--- config.mk ---
export PLATFORM = sky130hd
export DESIGN_NAME = mips_cpu_harvard_fetch_flat
export DESIGN_NICKNAME = d
export VERILOG_FILES = /design/src/rtl/mips_cpu_harvard_fetch_if.sv /design/src/rtl/mips_cpu_harvard_fetch.sv /design/src/flat_wrapper.sv
export SDC_FILE = /design/constraint.sdc
export NUM_CORES = 1
export LEC_CHECK = 0
export BUFFER_PORTS_ARGS = -buffer_cell sky130_fd_sc_hd__buf_2
export CAP_MARGIN = 40
export CELL_PAD_IN_SITES_DETAIL_PLACEMENT = 0
export CELL_PAD_IN_SITES_GLOBAL_PLACEMENT = 2
export CORE_MARGIN = 5
export CORE_UTILIZATION = 28
export CTS_CLUSTER_DIAMETER = 50
export DETAILED_ROUTE_END_ITERATION = 10
export PLACE_DENSITY = 0.88
export RECOVER_POWER = 25
export SLEW_MARGIN = 20
export SYNTH_ARGS = -nofsm -noshare
export SYNTH_HDL_FRONTEND = slang
export SYNTH_SLANG_ARGS = --single-unit
--- constraint.sdc ---
create_clock -name clk -period 3.5 [get_ports clk]
set_input_delay 0.7 -clock clk [delete_from_list [all_inputs] [get_ports clk]]
set_output_delay 0.7 -clock clk [all_outputs]
set_load 0.05 [all_outputs]
--- src/rtl/mips_cpu_harvard_fetch_if.sv ---
// ---------------------------------------------------------------------------
// mips_cpu_harvard_fetch_if
//
// Purpose: groups the signals between the fetch stage of mips_cpu_harvard
// and its neighbours: the instruction ROM, the decode/execute logic and the
// global run controls.
//
// Signal summary:
//   clk_enable      global advance enable (drives into fetch)
//   stall           hold the PC for multi-cycle execute ops (into fetch)
//   redirect_valid  current instruction is a taken branch/jump (into fetch)
//   redirect_target byte target of the redirect (into fetch)
//   instr_readdata  ROM word, combinational on instr_address (into fetch)
//   instr_address   registered PC (out of fetch)
//   instr_word      instruction to decode, 0 when not active (out of fetch)
//   link_addr       PC+8 for the link instructions (out of fetch)
//   in_delay_slot   current instruction is a delay slot (out of fetch)
//   active          CPU is executing (out of fetch)
//   fetch_err       sticky error flag (out of fetch)
//
// Modports:
//   master  the fetch stage itself
//   slave   the ROM / execute side that talks to the fetch stage
// ---------------------------------------------------------------------------
interface mips_cpu_harvard_fetch_if;
  logic        clk_enable;
  logic        stall;
  logic        redirect_valid;
  logic [31:0] redirect_target;
  logic [31:0] instr_readdata;
  logic [31:0] instr_address;
  logic [31:0] instr_word;
  logic [31:0] link_addr;
  logic        in_delay_slot;
  logic        active;
  logic        fetch_err;

  modport master (
    input  clk_enable,
    input  stall,
    input  redirect_valid,
    input  redirect_target,
    input  instr_readdata,
    output instr_address,
    output instr_word,
    output link_addr,
    output in_delay_slot,
    output active,
    output fetch_err
  );

  modport slave (
    output clk_enable,
    output stall,
    output redirect_valid,
    output redirect_target,
    output instr_readdata,
    input  instr_address,
    input  instr_word,
    input  link_addr,
    input  in_delay_slot,
    input  active,
    input  fetch_err
  );
endinterface

--- src/rtl/mips_cpu_harvard_fetch.sv ---
// ---------------------------------------------------------------------------
// mips_cpu_harvard_fetch
//
// Purpose: program counter and instruction fetch for mips_cpu_harvard.
// Drives the instruction ROM address, implements the MIPS branch delay slot
// for branch/jump redirects, and owns the 'active' flag, which drops when
// control reaches HALT_ADDR.
//
// Ports:
//   clk        single clock, all state changes on the rising edge
//   reset      synchronous, active high; overrides clk_enable and stall
//   fetch_bus  mips_cpu_harvard_fetch_if.master (see the interface file)
//
// Parameters:
//   RESET_VECTOR  PC loaded on reset
//   HALT_ADDR     fetch target that ends execution
//
// Build option:
//   FETCH_ADDR_EXC_EN  when defined, a misaligned redirect target sets
//                      fetch_err and halts instead of being loaded; when
//                      undefined, the low two target bits are masked off.
// ---------------------------------------------------------------------------
module mips_cpu_harvard_fetch #(
  parameter logic [31:0] RESET_VECTOR = 32'hBFC00000,
  parameter logic [31:0] HALT_ADDR    = 32'h00000000
) (
  input  logic                          clk,
  input  logic                          reset,
  mips_cpu_harvard_fetch_if.master      fetch_bus
);

  localparam logic [1:0] ST_RUN   = 2'd0;
  localparam logic [1:0] ST_DELAY = 2'd1;
  localparam logic [1:0] ST_HALT  = 2'd2;

  logic [1:0]  r_state;
  logic [31:0] r_pc;
  logic [31:0] r_target;
  logic        r_fetch_err;

  logic [1:0]  w_state_next;
  logic [31:0] w_pc_next;
  logic [31:0] w_target_next;
  logic        w_fetch_err_next;

  logic        w_advance;
  logic [31:0] w_pc_seq;
  logic [31:0] w_load_addr;
  logic        w_load_bad;

  assign w_advance = fetch_bus.clk_enable && !fetch_bus.stall;
  assign w_pc_seq  = r_pc + 32'd4;

  // Address actually loaded when leaving the delay slot, and whether that
  // load is refused as misaligned.
`ifdef FETCH_ADDR_EXC_EN
  assign w_load_addr = r_target;
  assign w_load_bad  = (r_target[1:0] != 2'b00);
`else
  assign w_load_addr = {r_target[31:2], 2'b00};
  assign w_load_bad  = 1'b0;
`endif

  always_comb begin
    w_state_next     = r_state;
    w_pc_next        = r_pc;
    w_target_next    = r_target;
    w_fetch_err_next = r_fetch_err;

    case (r_state)
      ST_RUN: begin
        if (w_pc_seq == HALT_ADDR) begin
          // Sequential flow reaching the halt address wins over a redirect:
          // there is no delay slot to execute once we stop.
          w_pc_next    = HALT_ADDR;
          w_state_next = ST_HALT;
        end else begin
          w_pc_next = w_pc_seq;
          if (fetch_bus.redirect_valid) begin
            w_target_next = fetch_bus.redirect_target;
            w_state_next  = ST_DELAY;
          end
        end
      end

      ST_DELAY: begin
        // A branch sitting in a delay slot is architecturally undefined;
        // keep the first target and flag it.
        if (fetch_bus.redirect_valid) begin
          w_fetch_err_next = 1'b1;
        end
        if (w_load_bad) begin
          w_fetch_err_next = 1'b1;
          w_pc_next        = HALT_ADDR;
          w_state_next     = ST_HALT;
        end else begin
          w_pc_next    = w_load_addr;
          w_state_next = (w_load_addr == HALT_ADDR) ? ST_HALT : ST_RUN;
        end
      end

      ST_HALT: begin
        w_pc_next    = HALT_ADDR;
        w_state_next = ST_HALT;
      end

      default: begin
        w_pc_next    = HALT_ADDR;
        w_state_next = ST_HALT;
      end
    endcase
  end

  always_ff @(posedge clk) begin
    if (reset) begin
      r_state     <= ST_RUN;
      r_pc        <= RESET_VECTOR;
      r_target    <= 32'd0;
      r_fetch_err <= 1'b0;
    end else if (w_advance) begin
      r_state     <= w_state_next;
      r_pc        <= w_pc_next;
      r_target    <= w_target_next;
      r_fetch_err <= w_fetch_err_next;
    end
  end

  assign fetch_bus.instr_address = r_pc;
  assign fetch_bus.active        = (r_state != ST_HALT);
  assign fetch_bus.instr_word    = (r_state != ST_HALT) ? fetch_bus.instr_readdata : 32'd0;
  assign fetch_bus.link_addr     = r_pc + 32'd8;
  assign fetch_bus.in_delay_slot = (r_state == ST_DELAY);
  assign fetch_bus.fetch_err     = r_fetch_err;

endmodule

--- src/flat_wrapper.sv ---
// flat-port wrapper written by rule: the top's interface ports become plain ports
module mips_cpu_harvard_fetch_flat 
#(
  parameter logic [31:0] RESET_VECTOR = 32'hBFC00000,
  parameter logic [31:0] HALT_ADDR    = 32'h00000000
)
  (clk, reset, fetch_bus_clk_enable, fetch_bus_stall, fetch_bus_redirect_valid, fetch_bus_redirect_target, fetch_bus_instr_readdata, fetch_bus_instr_address, fetch_bus_instr_word, fetch_bus_link_addr, fetch_bus_in_delay_slot, fetch_bus_active, fetch_bus_fetch_err);
  mips_cpu_harvard_fetch_if fetch_bus_i ();
  input  logic clk;
  input  logic reset;
  input wire logic [$bits(fetch_bus_i.clk_enable)-1:0] fetch_bus_clk_enable;
  input wire logic [$bits(fetch_bus_i.stall)-1:0] fetch_bus_stall;
  input wire logic [$bits(fetch_bus_i.redirect_valid)-1:0] fetch_bus_redirect_valid;
  input wire logic [$bits(fetch_bus_i.redirect_target)-1:0] fetch_bus_redirect_target;
  input wire logic [$bits(fetch_bus_i.instr_readdata)-1:0] fetch_bus_instr_readdata;
  output wire logic [$bits(fetch_bus_i.instr_address)-1:0] fetch_bus_instr_address;
  output wire logic [$bits(fetch_bus_i.instr_word)-1:0] fetch_bus_instr_word;
  output wire logic [$bits(fetch_bus_i.link_addr)-1:0] fetch_bus_link_addr;
  output wire logic [$bits(fetch_bus_i.in_delay_slot)-1:0] fetch_bus_in_delay_slot;
  output wire logic [$bits(fetch_bus_i.active)-1:0] fetch_bus_active;
  output wire logic [$bits(fetch_bus_i.fetch_err)-1:0] fetch_bus_fetch_err;
  assign fetch_bus_i.clk_enable = fetch_bus_clk_enable;
  assign fetch_bus_i.stall = fetch_bus_stall;
  assign fetch_bus_i.redirect_valid = fetch_bus_redirect_valid;
  assign fetch_bus_i.redirect_target = fetch_bus_redirect_target;
  assign fetch_bus_i.instr_readdata = fetch_bus_instr_readdata;
  assign fetch_bus_instr_address = fetch_bus_i.instr_address;
  assign fetch_bus_instr_word = fetch_bus_i.instr_word;
  assign fetch_bus_link_addr = fetch_bus_i.link_addr;
  assign fetch_bus_in_delay_slot = fetch_bus_i.in_delay_slot;
  assign fetch_bus_active = fetch_bus_i.active;
  assign fetch_bus_fetch_err = fetch_bus_i.fetch_err;
  mips_cpu_harvard_fetch #(.RESET_VECTOR(RESET_VECTOR), .HALT_ADDR(HALT_ADDR)) u_core (.clk(clk), .reset(reset), .fetch_bus(fetch_bus_i));
endmodule
Word-level counts from Yosys, hierarchy flattened
Cells that the tools add are included. W data, S select, Z words.

Add/subtract/negate cells: 2. Reduce and logical (&&, ||, !) cells: 8. Eq/ne operators: 3. Mux-type cells: 7. Bitwise operators: 1.

Operator list (count): $logic_not A32 Y1 (2); $mux W32 (2); $pmux W32 S2 (1); $add A32 B3 Y32 const B (1); $add A32 B4 Y32 const B (1); $mux W2 (3); $pmux W2 S2 (1); $reduce_and A4 Y1 (1); $ne A3 B2 Y1 const B (1); $reduce_and A3 Y1 (1); $eq A2 B1 Y1 const B (1); $logic_not A2 Y1 (1); $ne A2 B2 Y1 const B (1); $reduce_and A2 Y1 (1); $logic_and A1 B1 Y1 (1); $logic_not A1 Y1 (1); $not A1 Y1 (1).

Output and inout port bits: 99. Register bits after elaboration: 67. Logic and storage cells: 25.

Logic depth before layout (Yosys ltp)
Word-level depth: 4. Depth in mapped cells: 12. Gate-level depth less buffers: 9.

Worst setup path before layout
No wires, ideal clock.

Kind: register to output. Start point: register u_core.r_pc[8] (netlist: u_core.fetch_bus.instr_address[8]). End point: output fetch_bus_link_addr[30]. Cell stages (with the launch flop): 10. Data required time: 2.800 ns. Data arrival time: 3.195 ns. Setup slack: -0.395 ns. Cells stage by stage: dfxtp_1 > clkbuf_8 > nand4_1 > or3_1 > nor2_1 > nand3_1 > or2_2 > clkbuf_1 > nor3_1 > xor2_1.

Cells in the longest elaborated chain, start to end: 1.

Ends and longest elaborated chain: start: declaration (line mips_cpu_harvard_fetch.sv:37) `logic [31:0] r_pc;`; start signal: assignment (line mips_cpu_harvard_fetch.sv:122) `r_pc <= w_pc_next;`; $add A32 B4 Y32 (line mips_cpu_harvard_fetch.sv:131) `assign fetch_bus.link_addr = r_pc + 32'd8;`; end: declaration (line flat_wrapper.sv:18) `output wire logic [$bits(fetch_bus_i.link_addr)-1:0] fetch_bus_link_addr;`.

Every way passes these cells.

Worst setup path after layout
Start point: register u_core.r_pc[5] (netlist: u_core.fetch_bus.instr_address[5]). End point: output fetch_bus_link_addr[21].

Same word-level chain as after synthesis.

==> impl_results.rst <==
.. list-table::
   :header-rows: 1

   * - Metric
     - Value
   * - Run status
     - completed
   * - Wire length per cell
     - around 18 um
   * - Die Y-Extent
     - 135.5 um
   * - Top library cells by usage in the layout, fill and taps aside
     - 122 x buf_2, 63 x nor2_1, 56 x dfxtp_1
   * - Growth of design area from synthesis to finish
     - 33.19%
   * - Worst path max stage delay
     - between 600 and 700 ps
   * - Total area of multi-input combinational cells
     - about 0.0028 mm2
   * - Global-route congestion overflow total
     - 0
   * - Via density per instance
     - 4.995
   * - Hold WS
     - 484.2 ps
   * - CTS tree
     - built
   * - Class of the worst hold path
     - register to register
   * - Most common cell after layout, fill and taps aside
     - buf_2
   * - Drc violations
     - 0
   * - Commonest register cell after synthesis
     - dfxtp_1
   * - Req. time, crit path
     - ~2800 ps
   * - Count of placed standard cells including taps
     - 895
   * - Relative slew slack
     - 36.57%
   * - Final critical-path share of the clock period
     - a little over nine tenths
   * - Layout filler cell count
     - approximately 1.7k
   * - Async set or reset register ratio after synthesis
     - 0%
   * - Number of distinct library cells after synthesis
     - 72
   * - Final antenna diode count
     - 0
   * - # hold bufs at CTS
     - 0
   * - Final Core Density
     - 38.36%
   * - Final total power
     - 2233 uW
   * - Max Cap Violations
     - 0
   * - Port-buffer cells
     - roughly 160
   * - Clock Tree Buf Depth
     - 2
   * - Worst-margin pin slew
     - approximately 950 ps
   * - Leakage power
     - about 0.0027 uW
   * - Total clock buffers created by CTS
     - 9
   * - Count of TritonRoute iterations in the first routing pass
     - 5
   * - Cell with the largest stage delay on the worst path
     - or4_2
   * - Std-Cell Rows
     - 45
   * - CTS H-tree lvls
     - 3
   * - Number of standard cells in the layout, taps in and fillers out
     - 912
   * - RSZ-0062 raised after global routing
     - false
   * - Number of global-route vias before repair
     - roughly 4.4k
   * - Worst voltage drop across the vdd grid
     - 221.0 uV
   * - Final setup fails
     - 0
   * - Total clock sinks
     - 63
   * - Antenna violations before repair
     - 0
   * - Die area
     - roughly 0.018 mm2
   * - Most frequent CP cell
     - buf_4
   * - YS warnings
     - 0
   * - Number of synthesized register bits
     - 63
   * - Placer Congestion
     - 0.8835
   * - Post-synthesis instance total
     - 528
   * - Total routed wirelength
     - between 15 and 20 mm
   * - DP Wirelength
     - around 13 mm
   * - Starting utilization of the core area
     - between 20 and 30%
   * - Critical path arrival
     - around 2600 ps
   * - Netlist area before placement
     - 0.004410 mm2
   * - Critical path, cell by cell
     - buf_4 -> and2_1 -> nand4_1 -> buf_4 -> or4_2 -> xnor2_2 -> buf_2
   * - Wire length of the first global-routing pass
     - about 24 mm
   * - Number of nets in the final layout
     - around 770
   * - Clock input transition at the sequential cells of the worst setup and hold paths
     - 50 ps
   * - Root buf cell
     - clkbuf_16
   * - Ports placed on the boundary
     - 168
   * - Number of enable flip-flop cells after synthesis
     - 0
   * - Min cycle time layout
     - 3333 ps
   * - First DRT Iteration DRCs
     - 274
   * - Kind of critical path
     - register to output port
   * - Total area of sequential cells
     - around 0.0013 mm2
   * - Capturing element type of the critical path
     - output port
   * - Detail Route Antenna Nets
     - 0
   * - Setup fix buffers added after clock tree synthesis
     - 0
   * - Final Max Tran Viols
     - 0
   * - Maximum number of pins on one net before global-route repair
     - 34
   * - Type of origin of the critical path
     - register
   * - Number of hold violations in the final report
     - 0
   * - Peak Freq
     - approximately 0.3 GHz
   * - Horizontal die dimension
     - ~140 um
   * - Sequential cell area fraction in the yosys report
     - between 20% and 30%
   * - Cell family with most CP delay
     - simple AND/OR/NAND/NOR gates
   * - Average size of a mapped cell
     - 8.353 um2
   * - Total global-route track usage
     - 16.79%
   * - Standard cell area after detailed placement
     - around 0.0055 mm2
   * - Peak fanout along the critical path
     - 7
   * - Pwr/cell area
     - 380.1 mW/mm2
   * - Area of all placed cells without fillers
     - about 0.006 mm2
   * - Bufs and invs on worst path
     - 3
   * - Standard cell core area
     - 0.01531 mm2
   * - Count of vias placed by the detailed router
     - 4555
   * - Clock network latency to the later pin of the worst-skew pair
     - around 330 ps
   * - Worst clock skew on the final layout
     - around 6.0 ps
   * - Ratio of cells with drive above 1 in the final layout
     - between 30 and 40%
## cell usage after synthesis (5+ instances only)
cell / number / area, um2
buf_4: 11 / 82.58
a22oi_1: 7 / 52.55
clkbuf_8: 12 / 165.2
mux2i_1: 31 / 310.3
o21ai_0: 19 / 95.09
and2_1: 35 / 219.0
inv_1: 5 / 18.77
nand3_1: 12 / 60.06
xor2_1: 20 / 175.2
nor3_1: 16 / 80.08
nor4_1: 13 / 81.33
a21oi_1: 14 / 70.07
nor2_1: 66 / 247.7
nand2_1: 36 / 135.1
clkbuf_1: 14 / 52.55
nand4_1: 17 / 106.4
a221oi_1: 6 / 52.55
xnor2_1: 22 / 192.7
or3_1: 6 / 37.54
o31ai_1: 10 / 75.07
dfxtp_1: 63 / 1261
## layout make-up
class | count | area share, %
Multi-Input combinational cell | 411 | 48.35
Clock inverter | 6 | 1.832
Timing Repair Buffer | 205 | 19.21
Clock buffer | 10 | 4.068
Tap cell | 211 | 4.494
Inverter | 6 | 0.3834
Sequential cell | 63 | 21.66
## flip-flops by register name, indices dropped and copies added, names as in the netlist
register and count:
u_core.r_state 2, u_core.fetch_bus.instr_address 30, u_core.fetch_bus.fetch_err 1, u_core.r_target 30
## cell families after synthesis
kind of cell    after synthesis  synth area share [%]
other cells                   1               0.08502
compound gates               96                 15.80
fa+ha+maj                     2                0.5673
buf+inv                      57                 10.27
simple gates                236                 29.31
xor+xnor                     42                 8.340
mux                          31                 7.036
flops                        63                 28.60
## metrics by stage
stage	setup TNS, ps	setup slack [ps]
after floorplan	-112.7	-112.7
after global placement	0	225.9
after detailed placement	0	168.1
after CTS	0	72.61
after global routing	0	14.53
final	0	167.2
## where the power goes
part / internal (uW) / leakage [uW] / switching, uW
sequential: 740 / 0.000515 / 32.7
combinational: 133 / 0.00199 / 290
clock: 712 / 0.000168 / 325
total: 1580 / 0.00268 / 648
## timing repair
| action | 4_1_cts | 5_1_grt |
|---|---|---|
| endpoints found under the setup margin | 4 | 26 |
| resized for setup | 10 | 8 |
| cloned | 0 | 1 |
| hold endpoints to repair | 0 | 0 |
## final timing paths
path | to | startpoint | slack (ps) | cells past startpoint
hold / removal | u_core.fetch_bus.fetch_err | u_core.fetch_bus.fetch_err | 480 | 2
setup / recovery | fetch_bus_link_addr[21] | u_core.fetch_bus.instr_address[5] | 170 | 7
setup reg to reg | u_core.r_target[7] | u_core.fetch_bus.instr_address[14] | 180 | 9
hold reg to reg | u_core.fetch_bus.fetch_err | u_core.fetch_bus.fetch_err | 480 | 2
## routing by layer
metal | wire length (um) | up-vias | GRT usage, %
li1 | - | 2224 | -
met1 | 7068 | 2166 | 22.43
met2 | 7754 | 149 | 27.32
met3 | 966 | 16 | 3.343
met4 | 255 | 0 | 5.151
met5 | 0 | - | 0
## worst min-delay path: stages (launching register included)
cell and delay (ps):
dfxtp_1 340, a31oi_1 50, nor2_1 70
No activity file was read; power rests on OpenSTA's default activity.
